$ cat src/rtl/proto_pkg.sv
// Shared ProtoCore datapath sizing, reused by the register file, decode and ALU.
//   DATA_W   : datapath / register width in bits
//   ADDR_W   : register address width
//   NUM_REGS : number of general-purpose registers (2**ADDR_W)
package proto_pkg;

    localparam int unsigned DATA_W   = 8;
    localparam int unsigned ADDR_W   = 4;
    localparam int unsigned NUM_REGS = 16;

endpackage : proto_pkg

$ cat src/rtl/regfile_if.sv
// Register-file access bus: two read ports and one write port.
//   ra, rb  : read port A/B addresses        (master -> slave)
//   wa, wd  : write address / write data     (master -> slave)
//   we      : write enable, sampled at clk   (master -> slave)
//   read_a  : contents of register ra        (slave -> master)
//   read_b  : contents of register rb        (slave -> master)
// The decode/control unit is the master; the register file is the slave.
interface regfile_if #(
    parameter int unsigned DATA_W = proto_pkg::DATA_W,
    parameter int unsigned ADDR_W = proto_pkg::ADDR_W
);

    logic [ADDR_W-1:0] ra;
    logic [ADDR_W-1:0] rb;
    logic [ADDR_W-1:0] wa;
    logic [DATA_W-1:0] wd;
    logic              we;
    logic [DATA_W-1:0] read_a;
    logic [DATA_W-1:0] read_b;

    modport master (
        output ra, rb, wa, wd, we,
        input  read_a, read_b
    );

    modport slave (
        input  ra, rb, wa, wd, we,
        output read_a, read_b
    );

endinterface : regfile_if

$ cat src/rtl/regfile.sv
// ProtoCore general-purpose register file: 2**ADDR_W registers of DATA_W bits,
// two independent combinational read ports and one synchronous write port.
//   clk  : system clock, state changes on the rising edge
//   rst  : synchronous active-high reset, clears every register to zero
//   bus  : regfile_if slave modport (ra, rb, wa, wd, we in; read_a, read_b out)
// Reads have no write-through bypass: a register being written shows its old
// value until the edge commits the new one.
module regfile #(
    parameter int unsigned DATA_W = proto_pkg::DATA_W,
    parameter int unsigned ADDR_W = proto_pkg::ADDR_W
) (
    input  logic      clk,
    input  logic      rst,
    regfile_if.slave  bus
);

    localparam int unsigned NUM_REGS = 2 ** ADDR_W;

    logic [DATA_W-1:0] r_regs [NUM_REGS];

    // Reset and write port; reset wins over a simultaneous write.
    always_ff @(posedge clk) begin
        if (rst) begin
            for (int i = 0; i < int'(NUM_REGS); i++) begin
                r_regs[i] <= '0;
            end
        end else if (bus.we) begin
            r_regs[bus.wa] <= bus.wd;
        end
    end

    // Combinational read muxes, fully independent of each other.
    assign bus.read_a = r_regs[bus.ra];
    assign bus.read_b = r_regs[bus.rb];

endmodule : regfile

$ cat src/flat_wrapper.sv
// flat-port wrapper written by rule: the top's interface ports become plain ports
module regfile_flat 
#(
    parameter int unsigned DATA_W = proto_pkg::DATA_W,
    parameter int unsigned ADDR_W = proto_pkg::ADDR_W
)
  (clk, rst, bus_ra, bus_rb, bus_wa, bus_wd, bus_we, bus_read_a, bus_read_b);
  regfile_if #(.DATA_W(DATA_W), .ADDR_W(ADDR_W)) bus_i ();
  input  logic clk;
  input  logic rst;
  input wire logic [$bits(bus_i.ra)-1:0] bus_ra;
  input wire logic [$bits(bus_i.rb)-1:0] bus_rb;
  input wire logic [$bits(bus_i.wa)-1:0] bus_wa;
  input wire logic [$bits(bus_i.wd)-1:0] bus_wd;
  input wire logic [$bits(bus_i.we)-1:0] bus_we;
  output wire logic [$bits(bus_i.read_a)-1:0] bus_read_a;
  output wire logic [$bits(bus_i.read_b)-1:0] bus_read_b;
  assign bus_i.ra = bus_ra;
  assign bus_i.rb = bus_rb;
  assign bus_i.wa = bus_wa;
  assign bus_i.wd = bus_wd;
  assign bus_i.we = bus_we;
  assign bus_read_a = bus_i.read_a;
  assign bus_read_b = bus_i.read_b;
  regfile #(.DATA_W(DATA_W), .ADDR_W(ADDR_W)) u_core (.clk(clk), .rst(rst), .bus(bus_i));
endmodule
$ cat config.mk
export PLATFORM = sky130hd
export DESIGN_NAME = regfile_flat
export DESIGN_NICKNAME = d
export VERILOG_FILES = /design/src/rtl/proto_pkg.sv /design/src/rtl/regfile_if.sv /design/src/rtl/regfile.sv /design/src/flat_wrapper.sv
export SDC_FILE = /design/constraint.sdc
export NUM_CORES = 1
export LEC_CHECK = 0
export BUFFER_PORTS_ARGS = -buffer_cell sky130_fd_sc_hd__buf_2
export CORE_MARGIN = 2
export CORE_UTILIZATION = 35
export DETAILED_ROUTE_END_ITERATION = 10
export SYNTH_ARGS = -nofsm -noshare
export SYNTH_HDL_FRONTEND = slang
export SYNTH_SLANG_ARGS = --single-unit
$ cat constraint.sdc
create_clock -name clk -period 3.59 [get_ports clk]
set_clock_uncertainty 0.15 [all_clocks]
set_input_delay 0.1795 -clock clk [delete_from_list [all_inputs] [get_ports clk]]
set_output_delay 0.1795 -clock clk [all_outputs]
set_load 0.02 [all_outputs]
## After elaboration in Yosys (flattened, before gate mapping)

Memory sizes are Yosys's and may differ from the RTL's.
Cells that the tools add are included.

- Muxes and demuxes: 8
- Reductions and logical operators: 1

Operators with widths:

| cell | number |
|---|---|
| $mux 8 | 1 |
| $reduce_or 8->1 | 1 |
| $mux 1 | 6 |
| $mux 4 | 1 |

- Flip-flop bits (word level): 0
- Bits in writable memories: 128
- Input bits: 23
- Output and inout port bits: 16
- Memories: 1

Memory list:

| name | depth | width | read ports | clocked after memory_dff | wr ports | line | RTL |
|---|---|---|---|---|---|---|---|
| u_core.r_regs | 16 | 8 | 2 | 0 | 16 | regfile.sv:19 | `logic [DATA_W-1:0] r_regs [NUM_REGS];` |

## Logic depth before layout (Yosys ltp)

Gate-level depths: netlist (run 1).

- Word-level depth: 5
- Depth in mapped cells: 5
- Mapped depth without buffers: 3

## Least setup slack after synthesis (run 1)

No wires, ideal clock.

- Kind: input -> output
- From: input bus_ra[0]
- To: output bus_read_a[5]
- Data arrival time: 1.438 ns
- Setup slack: 1.823 ns
- Stages: 5
- Buffers on the path: 2
- Path through: buf_2 > buf_2 > mux4_2 > a22oi_1 > nand2_1

- Cells in the longest elaborated chain, start to end: 1

Ends and longest elaborated chain:

| item | line | RTL |
|---|---|---|
| start: declaration | flat_wrapper.sv:11 | `input wire logic [$bits(bus_i.ra)-1:0] bus_ra;` |
| $mem_v2 16x8 | - |  |
| end: declaration | flat_wrapper.sv:16 | `output wire logic [$bits(bus_i.read_a)-1:0] bus_read_a;` |

No other way between the ends.

## Worst setup path in the final report (run 1)

- From: input bus_rb[0]
- To: output bus_read_b[1]

- Cells in the longest elaborated chain, start to end: 1

Ends and longest elaborated chain:

| item | line | RTL |
|---|---|---|
| start: declaration | flat_wrapper.sv:12 | `input wire logic [$bits(bus_i.rb)-1:0] bus_rb;` |
| $mem_v2 16x8 | - |  |
| end: declaration | flat_wrapper.sv:17 | `output wire logic [$bits(bus_i.read_b)-1:0] bus_read_b;` |

No other way between the ends.

==> flow_summary_export.csv, run 1 <==
group,metric,value,unit
min_path,hold_depth,2,
cts,clockBufferDepth,2,
route,drt_wl_total,17.0,mm
worst_setup_path,cp_common_cell,"buf_2",
cts,holdBufCountCts,0,
finish,fill_cells,1728,
global_route,first_global_vias,4187,
timing,finalCriticalPeriod,2.31,ns
worst_setup_path,required,3.26,ns
global_route,antenna_found_initial,0,
timing,hold_viol,0,
worst_setup_path,critical_path_class,"primary input to output pin",
finish,largest_register_ffs,128,
cts,post_cts_buffers,0,
power_and_ir_drop,power_switching_share,22.2,%
power_and_ir_drop,cellInternalPower,0.00313,W
worst_setup_path,cp.depth,6,
route,wl_per_cell,22.6,um
timing,drv_slew,0,
worst_setup_path,critPathLaunchType,"primary input",
power_and_ir_drop,power_density,512,nW/um2
synthesis,synth.avg_cell_area,15.3,um2
timing,period_share,64.5,%
timing,setup_viol,0,
finish,reg_top3,"u_core.r_regs x128",
cts,clock-sinks,128,
floorplan,rows,50,
finish,num_antenna_cells,0,
worst_setup_path,worst-endpoint-arrival,1.98,ns
synthesis,synth_area_leaders,"edfxtp_1 (57%), mux4_2 (21%), and2_1 (12%), a22oi_1 (3.5%), or2_2 (1.5%)",
synthesis,yosysTopAreaCellShare,56.5,%
worst_setup_path,cp_max_fo,32,
timing,tightest_slew,0.929,ns
route,drt-initial-drc-count,417,
synthesis,ys_seq_area_share,56.5,%
global_route,grt_pass1_wl,26.0,mm
power_and_ir_drop,peakVddDrop,0.368,mV
min_path,hp-class,"primary input to flop",
floorplan,die_x,143,um
floorplan,dieArea,20600,um2
worst_setup_path,slowest_delay,0.59,ns
outcome,status,"finished clean",
global_route,grt_util_all_layers,17.6,%
route,via_per_inst,5.42,
finish,multi_input_area,2830,um2
global_route,grt_max_degree,33,
finish,finalCoreUtilization,41.6,%
route,ant_nets,0,
cts,cts_buffers,17,
worst_setup_path,critPathTopFamily,"buffers and inverters",
floorplan,die_h,143,um
global_route,overflow,0,
synthesis,synth-async-reset-ratio,0,%
placement,place_congestion,0.812,
finish,regArea,3840,um2
cts,post_cts_resized,0,
synthesis,yosys_warnings,0,
worst_setup_path,crit_slowest_cell,"mux4_2",
floorplan,io_pins,39,
synthesis,ys.flop_type,"edfxtp_1",
placement,dpl_cell_area,7240,um2
timing,rsz0062_at_grt,"false",
route,vias,4073,
finish,stdcell_area,7860,um2
floorplan,start_util,36.0,%
cts,cts-htree-levels,4,
power_and_ir_drop,p_clk_share,45.4,%
timing,maxSlewHeadroom,37.6,%
route,dr.pass1.iters,5,
synthesis,syn_inst,445,
power_and_ir_drop,leakagePower,2.75,nW
min_path,hold_start,"bus_wd[7]",
worst_setup_path,critical_path.cell_chain,"buf_2 > buf_4 > mux4_2 > a22oi_1 > nand2_1 > buf_2",
timing,tns,0,ns
timing,max_freq,432,MHz
power_and_ir_drop,p_comb_share,10.4,%
synthesis,synth_area,6800,um2
placement,port-buffer-count,38,
finish,areaGrowthSynthToFinish,15.6,%
cts,cts-root-buf,"clkbuf_16",
worst_setup_path,cp-startpoint,"bus_rb[0]",
synthesis,synth_seq_cells,128,
worst_setup_path,endpoint_kind,"output pin",
synthesis,synthDistinctLibCells,19,
cts,cts_tree,"built",
power_and_ir_drop,power_frac_seq,44.2,%
worst_setup_path,crit_buf_inv,3,
job,maxCapViolCount,0,
finish,top_register,"u_core.r_regs",
synthesis,synth.net_count,468,
finish,final_net_count,502,
floorplan,core_area,18900,um2
power_and_ir_drop,p_switching,0.000892,W
placement,hpwl,12.1,mm
route,drc,0,
synthesis,synth_edf_count,128,
synthesis,synth_top_area_cell,"edfxtp_1",
finish,drive_above_1_share,32.1,%
cts,clkTransAtPathRegs,0.05,ns
==> cell families after synthesis <==
| kind of cell | Yosys count | share of synthesized area, % |
|---|---|---|
| AND/OR/NAND/NOR | 191 | 16.8 |
| buffers and inverters | 30 | 1.95 |
| flip-flops | 128 | 56.5 |
| multiplexers | 64 | 21.2 |
| AO/OA/AOI/OAI | 32 | 3.53 |
==> stage by stage <==
stage / setup WS, ns / hold slack, ns / std cells / total power [W]
after CTS: 1.26 / 0.107 / 752 / 0.00404
after floorplan: 1.82 / 0.228 / 445 / 0.00208
after global routing: 1.11 / 0.122 / 752 / 0.00414
after detailed placement: 1.26 / 0.543 / 720 / 0.00223
after global placement: 1.23 / 0.531 / 720 / 0.00222
final: 1.28 / 0.120 / 752 / 0.00402
==> area by class of cell <==
type / count / share of cell area, %
Clock buffer: 17 / 5.41
Clock inverter: 15 / 2.51
Multi-Input combinational cell: 287 / 36.0
Sequential cell: 128 / 48.9
Tap cell: 260 / 4.14
Timing Repair Buffer: 45 / 3.09
==> Yosys cell counts (2+ instances only) <==
master	n
and2_1	130
clkbuf_1	15
buf_4	4
or2_2	16
nor2b_1	4
nor2_2	3
nand2_1	17
buf_2	4
nor2_1	11
nor3_1	3
mux4_2	64
a22oi_1	32
buf_1	7
edfxtp_1	128
nand2b_1	2
nand4bb_1	2
==> power by group through the flow <==
stage	Clock, W	Combinational (W)	Sequential, W
after floorplan	0	0.000294	0.00178
after global placement	0	0.000418	0.00180
after detailed placement	0	0.000422	0.00181
after CTS	0.00184	0.000423	0.00178
after global routing	0.00190	0.000448	0.00179
final	0.00183	0.000418	0.00178
==> placed cells by master (no fill, tap or decap), types with 5 or more instances in the layout <==
master,Yosys,routed
edfxtp_1,128,128
nand2_1,17,17
mux4_2,64,64
and2_1,130,130
a22oi_1,32,32
clkbuf_16,0,17
buf_2,4,38
nor2_1,11,11
or2_2,16,16
buf_4,4,7
clkinv_2,0,5
bufinv_16,0,5
==> path summary, 6_finish.rpt <==
check                                   to  slack (ns)
worst max-delay path         bus_read_b[1]        1.28
worst min-delay path  u_core.r_regs[12][7]        0.12
==> per-layer routing <==
layer	vias to the layer above	part of all wire, %	wire (um)	track usage (%)
li1	1793	-	-	-
met1	2119	43	7250	23.2
met2	139	50	8570	29.6
met3	22	5.4	917	3.20
met4	0	1.6	266	5.99
met5	-	0	0	0
(Power assumes the default switching activity.)
==> inputs of run 2 (changes only) <==
clock period = 2.4 ns   (was 3.59 ns; I/O delays follow)
==> flow_summary_export.csv, run 2 (synthesized netlist as in run 1, its figures left out) <==
group,metric,value,unit
outcome,status,"finished clean",
worst_setup_path,slowest_delay,0.50,ns
global_route,antenna_found_initial,0,
power_and_ir_drop,power_density,715,nW/um2
worst_setup_path,required,2.13,ns
route,drc,0,
cts,post_cts_buffers,0,
floorplan,die_x,143,um
finish,reg_top3,"u_core.r_regs x128",
cts,cts-htree-levels,4,
worst_setup_path,critPathLaunchType,"flop",
route,dr.pass1.iters,6,
placement,place_congestion,0.789,
finish,final_common_cell,"and2_1",
route,drt_wl_total,18.1,mm
timing,max_freq,444,MHz
route,via_per_inst,5.47,
route,drt-initial-drc-count,458,
global_route,overflow,0,
timing,rsz0062_at_grt,"false",
worst_setup_path,crit_slowest_cell,"mux4_2",
worst_setup_path,cp.depth,4,
finish,multi_input_area,2830,um2
cts,clock-sinks,128,
timing,fin_hold_ws,0.0943,ns
power_and_ir_drop,peakVddDrop,0.491,mV
placement,port-buffer-count,38,
cts,clkTransAtPathRegs,0.05,ns
placement,hpwl,12.7,mm
floorplan,die_h,143,um
worst_setup_path,worst-endpoint-arrival,1.98,ns
finish,largest_register_ffs,128,
global_route,grt_max_degree,33,
timing,fin_ws,0.148,ns
finish,regArea,3840,um2
timing,finalCriticalPeriod,2.25,ns
floorplan,rows,50,
cts,cts_buffers,17,
global_route,grt_pass1_wl,27.2,mm
global_route,grt_util_all_layers,18.9,%
cts,clockBufferDepth,2,
route,ant_nets,0,
route,vias,4161,
worst_setup_path,critical_path_class,"flop to output pin",
cts,post_cts_resized,0,
placement,dp_slack,0.396,ns
finish,final_net_count,511,
cts,cts-root-buf,"clkbuf_16",
finish,drive_above_1_share,32.2,%
finish,areaGrowthSynthToFinish,15.5,%
worst_setup_path,critPathTopFamily,"multiplexers",
route,wl_per_cell,23.8,um
finish,fill_cells,1783,
timing,tightest_slew,0.808,ns
timing,period_share,93.8,%
floorplan,io_pins,39,
power_and_ir_drop,leakagePower,2.75,nW
power_and_ir_drop,fin_total_pwr,0.00562,W
floorplan,dieArea,20600,um2
worst_setup_path,cp_max_fo,2,
min_path,hp-class,"primary input to flop",
timing,tns,0,ns
finish,final_cell_mix,"and2_1 (130), edfxtp_1 (128), mux4_2 (64)",
finish,top_register,"u_core.r_regs",
floorplan,core_area,18900,um2
worst_setup_path,endpoint_kind,"output pin",
cts,cts_tree,"built",
global_route,first_global_vias,4253,
floorplan,start_util,36.0,%
worst_setup_path,critical_path.cell_chain,"mux4_2 > a22oi_1 > nand2_1 > buf_2",
cts,holdBufCountCts,0,
worst_setup_path,crit_buf_inv,1,
job,maxCapViolCount,0,
min_path,hold_depth,2,
timing,maxSlewHeadroom,46.1,%
timing,setup_viol,0,
timing,drv_slew,0,
timing,hold_viol,0,
finish,finalCoreUtilization,41.6,%
## run 2: cell types whose count changed in the layout (fill, tap and decap cells not counted), sizes merged
cell	before	now
clkbuf	17	21
diode	0	1
bufinv	5	1
buf	45	54
clkinv	9	8
## run 2: final cells by class
type,count,area share (%)
Timing Repair Buffer,54,4.43
Antenna cell,1,0.0318
Clock inverter,10,0.908
Sequential cell,128,48.9
Multi-Input combinational cell,287,36.0
Clock buffer,21,5.61
Tap cell,260,4.14
## run 2: worst paths after layout
kind / startpoint / endpoint / slack, ns
max: u_core.r_regs[3][0] / bus_read_b[0] / 0.15
min: bus_wd[7] / u_core.r_regs[8][7] / 0.09
## run 2: per-stage QoR
step	std cells	cell area (um2)
floorplan	445	6800
global placement	729	7340
detailed placement	729	7340
CTS	760	7860
global route	760	7860
finish	761	7860
## run 2: power breakdown
part           switching (W)  internal [W]
Combinational       0.000376      0.000288
Clock               0.000900       0.00139
Sequential         0.0000751       0.00259
## run 2: per-layer routing
metal | vias up | global-route usage, % | wire length [um]
met5 | - | 0 | 0
met4 | 0 | 8.20 | 570
met3 | 33 | 4.37 | 1360
met2 | 206 | 29.4 | 8600
met1 | 2114 | 25.4 | 7560
li1 | 1808 | - | -
